[src/rtl/snake_collision_scanner_if.sv]
// snake_collision_scanner_if: request/result bundle between the movement logic and the collision scanner.
interface snake_collision_scanner_if #(
    parameter int MAX_LEN  = 64,
    parameter int POS_BITS = 13,
    parameter int FOOD_CNT = 2,
    parameter int FIDX_W   = (FOOD_CNT > 1) ? $clog2(FOOD_CNT) : 1
);
    logic                         start;
    logic [POS_BITS-1:0]          snake_head;
    logic [POS_BITS*MAX_LEN-1:0]  snake_body_flat;
    logic [6:0]                   snake_length;
    logic [1:0]                   direction_in;
    logic [POS_BITS*FOOD_CNT-1:0] food_flat;
    logic [FOOD_CNT-1:0]          food_valid;
    logic                         busy;
    logic                         done;
    logic                         self_hit;
    logic                         wall_hit;
    logic                         collision;
    logic                         food_hit;
    logic [FIDX_W-1:0]            food_idx;

    modport master (
        output start, snake_head, snake_body_flat, snake_length, direction_in, food_flat, food_valid,
        input  busy, done, self_hit, wall_hit, collision, food_hit, food_idx
    );
    modport slave (
        input  start, snake_head, snake_body_flat, snake_length, direction_in, food_flat, food_valid,
        output busy, done, self_hit, wall_hit, collision, food_hit, food_idx
    );
endinterface

[src/rtl/snake_collision_scanner.sv]
// snake_collision_scanner: multi-cycle head-vs-body scan with early exit, plus wall and food checks.
// Define SNAKE_COLLISION_WRAP_EN for a toroidal board (wall detection removed).
module snake_collision_scanner #(
    parameter int MAX_LEN  = 64,
    parameter int POS_BITS = 13,
    parameter int GRID_W   = 100,
    parameter int GRID_H   = 75,
    parameter int LANES    = 4,
    parameter int FOOD_CNT = 2
) (
    input logic clk,
    input logic rst_n,
    snake_collision_scanner_if.slave bus
);
    localparam int FIDX_W = (FOOD_CNT > 1) ? $clog2(FOOD_CNT) : 1;
    // wide enough for idx + LANES with the 7-bit length input
    localparam int IW = $clog2(MAX_LEN + LANES + 128);
    localparam logic [0:0] IDLE = 1'b0;
    localparam logic [0:0] SCAN = 1'b1;

    logic [0:0]          state;
    logic [POS_BITS-1:0] head_q;
    logic [IW-1:0]       len_q;
    logic [IW-1:0]       idx;
    logic [IW-1:0]       len_in;
    logic [LANES-1:0]    lane_hit;
    logic                wall_nxt;
    logic                food_nxt;
    logic [FIDX_W-1:0]   fidx_nxt;
    logic                self_q;
    logic                wall_q;
    logic                food_q;
    logic                done_q;
    logic [FIDX_W-1:0]   fidx_q;

    assign len_in = (IW'(bus.snake_length) > IW'(MAX_LEN)) ? IW'(MAX_LEN) : IW'(bus.snake_length);

    for (genvar g = 0; g < LANES; g++) begin : g_lane
        logic [IW-1:0] seg;
        assign seg = idx + IW'(g);
        assign lane_hit[g] = (seg < len_q) && (bus.snake_body_flat[seg*POS_BITS +: POS_BITS] == head_q);
    end

`ifdef SNAKE_COLLISION_WRAP_EN
    assign wall_nxt = 1'b0;
`else
    logic [POS_BITS-1:0] x;
    logic [POS_BITS-1:0] y;
    assign x = bus.snake_head % POS_BITS'(GRID_W);
    assign y = bus.snake_head / POS_BITS'(GRID_W);
    assign wall_nxt = (bus.direction_in == 2'b00) ? (y == '0) :
                      (bus.direction_in == 2'b01) ? (x == POS_BITS'(GRID_W - 1)) :
                      (bus.direction_in == 2'b10) ? (y == POS_BITS'(GRID_H - 1)) : (x == '0);
`endif

    always_comb begin
        food_nxt = 1'b0;
        fidx_nxt = '0;
        for (int i = FOOD_CNT - 1; i >= 0; i--)
            if (bus.food_valid[i] && bus.food_flat[i*POS_BITS +: POS_BITS] == bus.snake_head) begin
                food_nxt = 1'b1;
                fidx_nxt = FIDX_W'(i);
            end
    end

    always_ff @(posedge clk or negedge rst_n)
        if (!rst_n) begin
            state  <= IDLE;
            head_q <= '0;
            len_q  <= '0;
            idx    <= '0;
            self_q <= 1'b0;
            wall_q <= 1'b0;
            food_q <= 1'b0;
            fidx_q <= '0;
            done_q <= 1'b0;
        end else begin
            done_q <= 1'b0;
            if (state == IDLE) begin
                if (bus.start) begin
                    state  <= SCAN;
                    head_q <= bus.snake_head;
                    len_q  <= len_in;
                    idx    <= IW'(1);
                    self_q <= 1'b0;
                    wall_q <= wall_nxt;
                    food_q <= food_nxt;
                    fidx_q <= fidx_nxt;
                end
            end else if (|lane_hit || (idx + IW'(LANES) >= len_q)) begin
                state  <= IDLE;
                done_q <= 1'b1;
                self_q <= |lane_hit;
            end else begin
                idx <= idx + IW'(LANES);
            end
        end

    assign bus.busy      = (state == SCAN);
    assign bus.done      = done_q;
    assign bus.self_hit  = self_q;
    assign bus.wall_hit  = wall_q;
    assign bus.collision = self_q | wall_q;
    assign bus.food_hit  = food_q;
    assign bus.food_idx  = fidx_q;
endmodule

[src/flat_wrapper.sv]
// flat-port wrapper written by rule: the top's interface ports become plain ports
module snake_collision_scanner_flat 
#(
    parameter int MAX_LEN  = 64,
    parameter int POS_BITS = 13,
    parameter int GRID_W   = 100,
    parameter int GRID_H   = 75,
    parameter int LANES    = 4,
    parameter int FOOD_CNT = 2
)
  (clk, rst_n, bus_start, bus_snake_head, bus_snake_body_flat, bus_snake_length, bus_direction_in, bus_food_flat, bus_food_valid, bus_busy, bus_done, bus_self_hit, bus_wall_hit, bus_collision, bus_food_hit, bus_food_idx);
  snake_collision_scanner_if #(.MAX_LEN(MAX_LEN), .POS_BITS(POS_BITS), .FOOD_CNT(FOOD_CNT)) bus_i ();
  input logic clk;
  input logic rst_n;
  input wire logic [$bits(bus_i.start)-1:0] bus_start;
  input wire logic [$bits(bus_i.snake_head)-1:0] bus_snake_head;
  input wire logic [$bits(bus_i.snake_body_flat)-1:0] bus_snake_body_flat;
  input wire logic [$bits(bus_i.snake_length)-1:0] bus_snake_length;
  input wire logic [$bits(bus_i.direction_in)-1:0] bus_direction_in;
  input wire logic [$bits(bus_i.food_flat)-1:0] bus_food_flat;
  input wire logic [$bits(bus_i.food_valid)-1:0] bus_food_valid;
  output wire logic [$bits(bus_i.busy)-1:0] bus_busy;
  output wire logic [$bits(bus_i.done)-1:0] bus_done;
  output wire logic [$bits(bus_i.self_hit)-1:0] bus_self_hit;
  output wire logic [$bits(bus_i.wall_hit)-1:0] bus_wall_hit;
  output wire logic [$bits(bus_i.collision)-1:0] bus_collision;
  output wire logic [$bits(bus_i.food_hit)-1:0] bus_food_hit;
  output wire logic [$bits(bus_i.food_idx)-1:0] bus_food_idx;
  assign bus_i.start = bus_start;
  assign bus_i.snake_head = bus_snake_head;
  assign bus_i.snake_body_flat = bus_snake_body_flat;
  assign bus_i.snake_length = bus_snake_length;
  assign bus_i.direction_in = bus_direction_in;
  assign bus_i.food_flat = bus_food_flat;
  assign bus_i.food_valid = bus_food_valid;
  assign bus_busy = bus_i.busy;
  assign bus_done = bus_i.done;
  assign bus_self_hit = bus_i.self_hit;
  assign bus_wall_hit = bus_i.wall_hit;
  assign bus_collision = bus_i.collision;
  assign bus_food_hit = bus_i.food_hit;
  assign bus_food_idx = bus_i.food_idx;
  snake_collision_scanner #(.MAX_LEN(MAX_LEN), .POS_BITS(POS_BITS), .GRID_W(GRID_W), .GRID_H(GRID_H), .LANES(LANES), .FOOD_CNT(FOOD_CNT)) u_core (.clk(clk), .rst_n(rst_n), .bus(bus_i));
endmodule
[config.mk]
export PLATFORM = sky130hd
export DESIGN_NAME = snake_collision_scanner_flat
export DESIGN_NICKNAME = d
export VERILOG_FILES = /design/src/rtl/snake_collision_scanner_if.sv /design/src/rtl/snake_collision_scanner.sv /design/src/flat_wrapper.sv
export SDC_FILE = /design/constraint.sdc
export NUM_CORES = 1
export LEC_CHECK = 0
export CAP_MARGIN = 20
export CORE_AREA = 2 2 349 351
export CTS_BUF_LIST = sky130_fd_sc_hd__clkbuf_16
export CTS_CLUSTER_DIAMETER = 40
export DETAILED_ROUTE_END_ITERATION = 8
export DIE_AREA = 0 0 351 353
export PLACE_DENSITY = 0.43
export SLEW_MARGIN = 20
export SYNTH_ARGS = -nofsm -noshare
export SYNTH_HDL_FRONTEND = slang
export SYNTH_SLANG_ARGS = --single-unit
[constraint.sdc]
create_clock -name clk -period 4.75 [get_ports clk]
set_input_delay 0.95 -clock clk [delete_from_list [all_inputs] [get_ports clk]]
set_output_delay 0.95 -clock clk [all_outputs]
set_load 0.005 [all_outputs]
# Word-level counts from Yosys, hierarchy flattened
# Cells that the tools add are included.
[op_classes]
n_shift = 4
div_mod_pow = 2
multipliers = 4
order_cmp = 6
addsub = 4
n_reduce_logical = 15
eq_ne = 12
n_mux = 18
bitwise = 2
[ops]
columns = ["operator", "n"]
rows = [
  ["$shiftx 832x13->13", 4],
  ["$eq 13x13->1", 6],
  ["$mul 8x4->12 const B", 4],
  ["$lt 8x8->1", 4],
  ["$eq 13x7->1 const B", 2],
  ["$logic_not 13->1", 2],
  ["$mux 8", 3],
  ["$add 8x2->8 const B", 2],
  ["$mux 1", 14],
  ["$div 13x7->13 const B", 1],
  ["$mod 13x7->13 const B", 1],
  ["$add 8x1->8 const B", 1],
  ["$add 8x3->8 const B", 1],
  ["$ge 8x8->1", 1],
  ["$gt 7x7->1 const B", 1],
  ["$mux 7", 1],
  ["$logic_and 1x1->1", 6],
  ["$reduce_and 2->1", 3],
  ["$ne 2x2->1 const B", 2],
  ["$reduce_or 4->1", 1],
  ["$eq 2x1->1 const B", 1],
  ["$eq 2x2->1 const B", 1],
  ["$logic_not 2->1", 1],
  ["$reduce_bool 2->1", 1],
  ["other kinds (3)", 3],
]
[word_totals]
ff_bits = 35
inputBits = 885

# Longest topological paths before layout
# Gate-level depths: netlist of run 1.
[depth]
depth_word = 9
ltp_mapped = 22

# Worst setup path before layout of run 1
# OpenSTA, ideal clock, no wires.
[synth_path]
path_type = "input to register"
from = "input bus_snake_head[8]"
to = "register u_core.wall_q, in the netlist u_core.bus.wall_hit"
setup_slack_ps = 583
stages = 16
path_buffers = 2
t_required_ps = 4684
arrival_time_ps = 4102
cell_sequence = "buf_4 > buf_6 > o21a_1 > a221oi_2 > o32a_1 > o21ba_2 > a21oi_1 > nand2_2 > o31a_4 > o211a_1 > or3_4 > a2bb2oi_1 > or4_1 > o21ai_1 > a32o_1 > a31o_1"
[synth_via]
elab_chain_cells = 5
[synth_lines]
columns = ["item", "line", "rtl"]
rows = [
  ["start: declaration", "flat_wrapper.sv:16", "input wire logic [$bits(bus_i.snake_head)-1:0] bus_snake_head;"],
  ["$div 13x7->13 or $mod 13x7->13 (tied branches)", "snake_collision_scanner.sv:50, snake_collision_scanner.sv:49", ""],
  ["$eq 13x7->1 or $logic_not 13->1 (tied branches)", "snake_collision_scanner.sv:53", "(bus.direction_in == 2'b10) ? (y == POS_BITS'(GRID_H - 1)) : (x == '0);"],
  ["$mux 1", "snake_collision_scanner.sv:53", ""],
  ["$mux 1", "snake_collision_scanner.sv:52", "(bus.direction_in == 2'b01) ? (x == POS_BITS'(GRID_W - 1)) :"],
  ["$mux 1 (*)", "snake_collision_scanner.sv:51", "assign wall_nxt = (bus.direction_in == 2'b00) ? (y == '0) :"],
  ["end signal: assignment", "snake_collision_scanner.sv:86", "wall_q <= wall_nxt;"],
  ["end: declaration", "snake_collision_scanner.sv:31", "logic wall_q;"],
]
# Mark *: on every way between the ends. The rest lies on a longest branch, timed or not.
# A chain may end at the register's enable or synchronous reset.

# Worst setup path in the final report of run 1
[layout_path]
from = "input bus_snake_head[9]"
to = "register u_core.wall_q, in the netlist u_core.bus.wall_hit"
# The elaborated chain is that of the path after synthesis.

==> impl_metrics.yaml, run 1 <==
status:
  status: "completed"
final_layout:
  multi_input_area_sq_um: 16800
  syn_to_final_growth_pct: 67.0
  fillers: 12900
  mostFrequentLayoutCells: "clkdlybuf4s50_1 (884), mux4_2 (372), buf_4 (189)"
  mostFrequentLayoutCell: "clkdlybuf4s50_1"
  regArea_sq_um: 846
  fin_nets: 3703
  drive_gt1_share_pct: 24.8
synth:
  syn-cell-area_sq_um: 18700
  synth_edf_count: 0
  yosysSeqAreaShare_pct: 4.41
  ys_top_cells_by_area: "mux4_2 (45%), a221oi_1 (6.4%), dfrtp_1 (4.4%)"
  yosysWarnings: 0
  avgSynthCellArea_sq_um: 9.89
  async_flop_share_pct: 100
  synth_cell_type_count: 105
  syn_nets: 2808
  synth_seq_cells: 33
  yosys.area.top_type: "mux4_2"
  synth_top_flop_cell: "dfrtp_1"
  netlist_instances: 1894
  yosysTopAreaCellShare_pct: 44.7
die:
  die_area_sq_um: 124000
  pin_count: 892
  placementRows: 128
  die_w_microns: 351
  die_h_microns: 353
  initial_core_util_pct: 15.5
  core-area_sq_um: 121000
drt:
  first_pass_iters: 6
  viasPerCell: 5.21
  vias: 23200
  wl_per_cell_microns: 34.5
  routed_wirelength_microns: 153000
  ant_nets: 0
  drtIter0Drc: 2311
  drcViolationCount: 0
  wl_met1_microns: 63600
  highest_layer: "met5"
  wl_met3_microns: 14200
  route.met2.wl_microns: 71800
placement:
  io_buffers: 891
  gp_congestion: 0.961
  dpl.hpwl_microns: 130000
  dp_worst_setup_slack_ns: -0.270
critical_path:
  crit_top_cell: "buf_4"
  cp_cell_sequence: "dlymetal6s2s_1, buf_12, buf_2, o211a_1, a2111o_1, o22ai_4, buf_4, nor3_2, o21ai_1, o41ai_4, buf_4, or3b_4, a311oi_1, o32ai_1, a21oi_1, buf_4, nor3_1, o21bai_1, a32o_1, a31o_1"
  reg2reg_from: "u_core.idx[0]"
  cp_max_fo: 6
  start_kind: "primary input"
  cp.arrival_ns: 4.74
  cpPeakStageDelay_ns: 0.38
  reg2reg_slack_ns: 0.20
  path_buf_inv: 6
  path_depth: 20
  reg2reg_depth: 17
  r2r_end: "u_core.idx[5]"
  cp_top_family: "compound AO/OA/AOI/OAI gates"
  slowest_stage: "or3b_4"
  worstSetupPathType: "in2reg"
  critical_path_required_ns: 4.93
  end_kind: "register"
global_routing:
  grt_pass1_vias: 23400
  grt_max_degree: 71
  gr-total-overflow: 0
  antenna_found_initial: 64
  grtUsageTotal_pct: 23.7
  grt_pass1_wl_microns: 204000
clock_network:
  cts_tree: "yes"
  cts.htree.levels: 2
  cts_buffer_depth: 2
  clkTransAtPathRegs_ns: 0.06
  postCtsHoldBufs: 0
  root_buffer: "clkbuf_16"
  numCtsBuffers: 5
  clk-insertion-delay-late_ns: 0.29
  clock_sinks: 33
worst_hold_path:
  worstHoldStart: "u_core.bus.food_idx"
  hold_end: "u_core.bus.food_idx"
  hold-path-cell-count: 2
  hp-class: "reg2reg"
flow_run:
  max_cap_violations: 0
timing:
  max_freq_mhz: 219
  maxSlewViolCount: 0
  finalSetupTns_ns: 0
  period_share_pct: 96.1
  rsz0062_at_grt: "false"
  period_needed_ns: 4.57
  hold_viol_final: 0
  setup_viol: 0
  tightest_slew_ns: 1.13
  clock_skew_ns: 0.00665
  relSlewSlack_pct: 23.9
  fin_ws_ns: 0.184
pwr:
  power_density_nw_per_um2: 406
  power_leakage_nw: 11.1
  peakVddDrop_mv: 0.297
[how the worst max path moves through the flow]
stage	start	to	slack, ns
6_report	bus_snake_head[9]	u_core.bus.wall_hit	0.18
5_1_grt	bus_snake_head[9]	u_core.bus.wall_hit	0.04
4_1_cts	bus_snake_head[12]	u_core.bus.wall_hit	0.02
3_5_place_dp	bus_snake_head[12]	u_core.bus.wall_hit	-0.27
3_3_place_gp	bus_snake_head[9]	u_core.bus.wall_hit	-0.30
2_1_floorplan	bus_snake_head[8]	u_core.bus.wall_hit	0.58
[cell type report]
class	count	area share, %
tap	1625	6.50
antenna	38	0.304
clock buffer	5	0.400
sequential	33	2.70
clock inverter	3	0.124
timing repair buffer	1125	35.7
inverter	34	0.444
multi-input combinational	1590	53.8
[synth_stat cells, types with 12 or more instances]
master    number
xnor2_1       49
a22oi_1       73
dfrtp_1       33
o21ai_1       13
nor2_1        82
nand3_1       71
buf_6         12
ha_1          29
o21ai_0       39
a21oi_1       62
mux2i_1       66
nor3_1        39
nor2b_1       89
inv_1         27
nand2_1      188
buf_4         17
buf_2         92
xor2_1        24
a31oi_1       13
a221oi_1     136
clkbuf_1      85
buf_1         31
o22ai_1       19
nand4_1       13
mux4_2       372
[report_power, final]
| part | total [mW] | switching, mW | internal [mW] |
|---|---|---|---|
| registers | 0.718 | 0.326 | 0.392 |
| logic | 11.6 | 6.29 | 5.31 |
| clock network | 0.394 | 0.149 | 0.245 |
| total | 12.7 | 6.76 | 5.95 |
[worst min-delay path, cell delays in order (launching register included)]
cell,delay (ns)
dfrtp_1,0.34
nand2_1,0.05
o21ai_0,0.06
[routing by layer]
| layer | track usage, % | vias to the layer above |
|---|---|---|
| li1 | - | 9719 |
| met1 | 30.5 | 11900 |
| met2 | 38.3 | 1289 |
| met3 | 7.02 | 185 |
| met4 | 6.13 | 48 |
| met5 | 0 | - |
[kinds of logic (layout without fill, tap and decap cells)]
kind of cell	count (synthesis)	in the layout	share of synthesized area (%)
AO/OA/AOI/OAI	472	472	19.4
XOR/XNOR	74	74	3.50
flip-flops	33	33	4.41
AND/OR/NAND/NOR	573	573	15.4
buffers and inverters	271	1167	6.86
adder cells (fa/ha/maj)	29	29	1.94
other	0	38	0
multiplexers	442	442	48.5
[state kept, by name, summed over array words and instances, names as in the netlist]
register and flops:
u_core.bus.self_hit 1, u_core.idx 7, u_core.bus.wall_hit 1, u_core.bus.busy 1, u_core.bus.food_hit 1, u_core.bus.food_idx 1
u_core.bus.done 1, u_core.len_q 7, u_core.head_q 13
[metrics by stage]
step | total power, mW | util [%] | hold WS, ns | cell area (sq um) | std cells
after detailed placement | 12.3 | 25.4 | 0.476 | 30600 | 4379
after CTS | 12.8 | 25.5 | 0.491 | 30800 | 4387
final | 12.7 | 26.0 | 0.488 | 31300 | 4453
after floorplan | 7.09 | - | 0.473 | 18700 | 1894
after global placement | 12.3 | 25.4 | 0.470 | 30600 | 4379
after global routing | 13.5 | 25.9 | 0.520 | 31200 | 4432
[repair_timing]
| item | 4_1_cts | 5_1_grt |
|---|---|---|
| endpoints found under the setup margin | 0 | 1 |
| setup buffers | 0 | 26 |
| resized for setup | 0 | 42 |
Note: power is estimated with default switching activity, not from simulation.
==> inputs of run 2 (changes only) <==
--- a/config.mk
+++ b/config.mk
@@ -12,6 +12,7 @@
 export DETAILED_ROUTE_END_ITERATION = 8
 export DIE_AREA = 0 0 351 353
 export PLACE_DENSITY = 0.43
+export SKIP_CTS_REPAIR_TIMING = 1
 export SLEW_MARGIN = 20
 export SYNTH_ARGS = -nofsm -noshare
 export SYNTH_HDL_FRONTEND = slang
==> results of run 2 <==
Same layout as run 1: the final DEF is identical, and so are final timing and power.
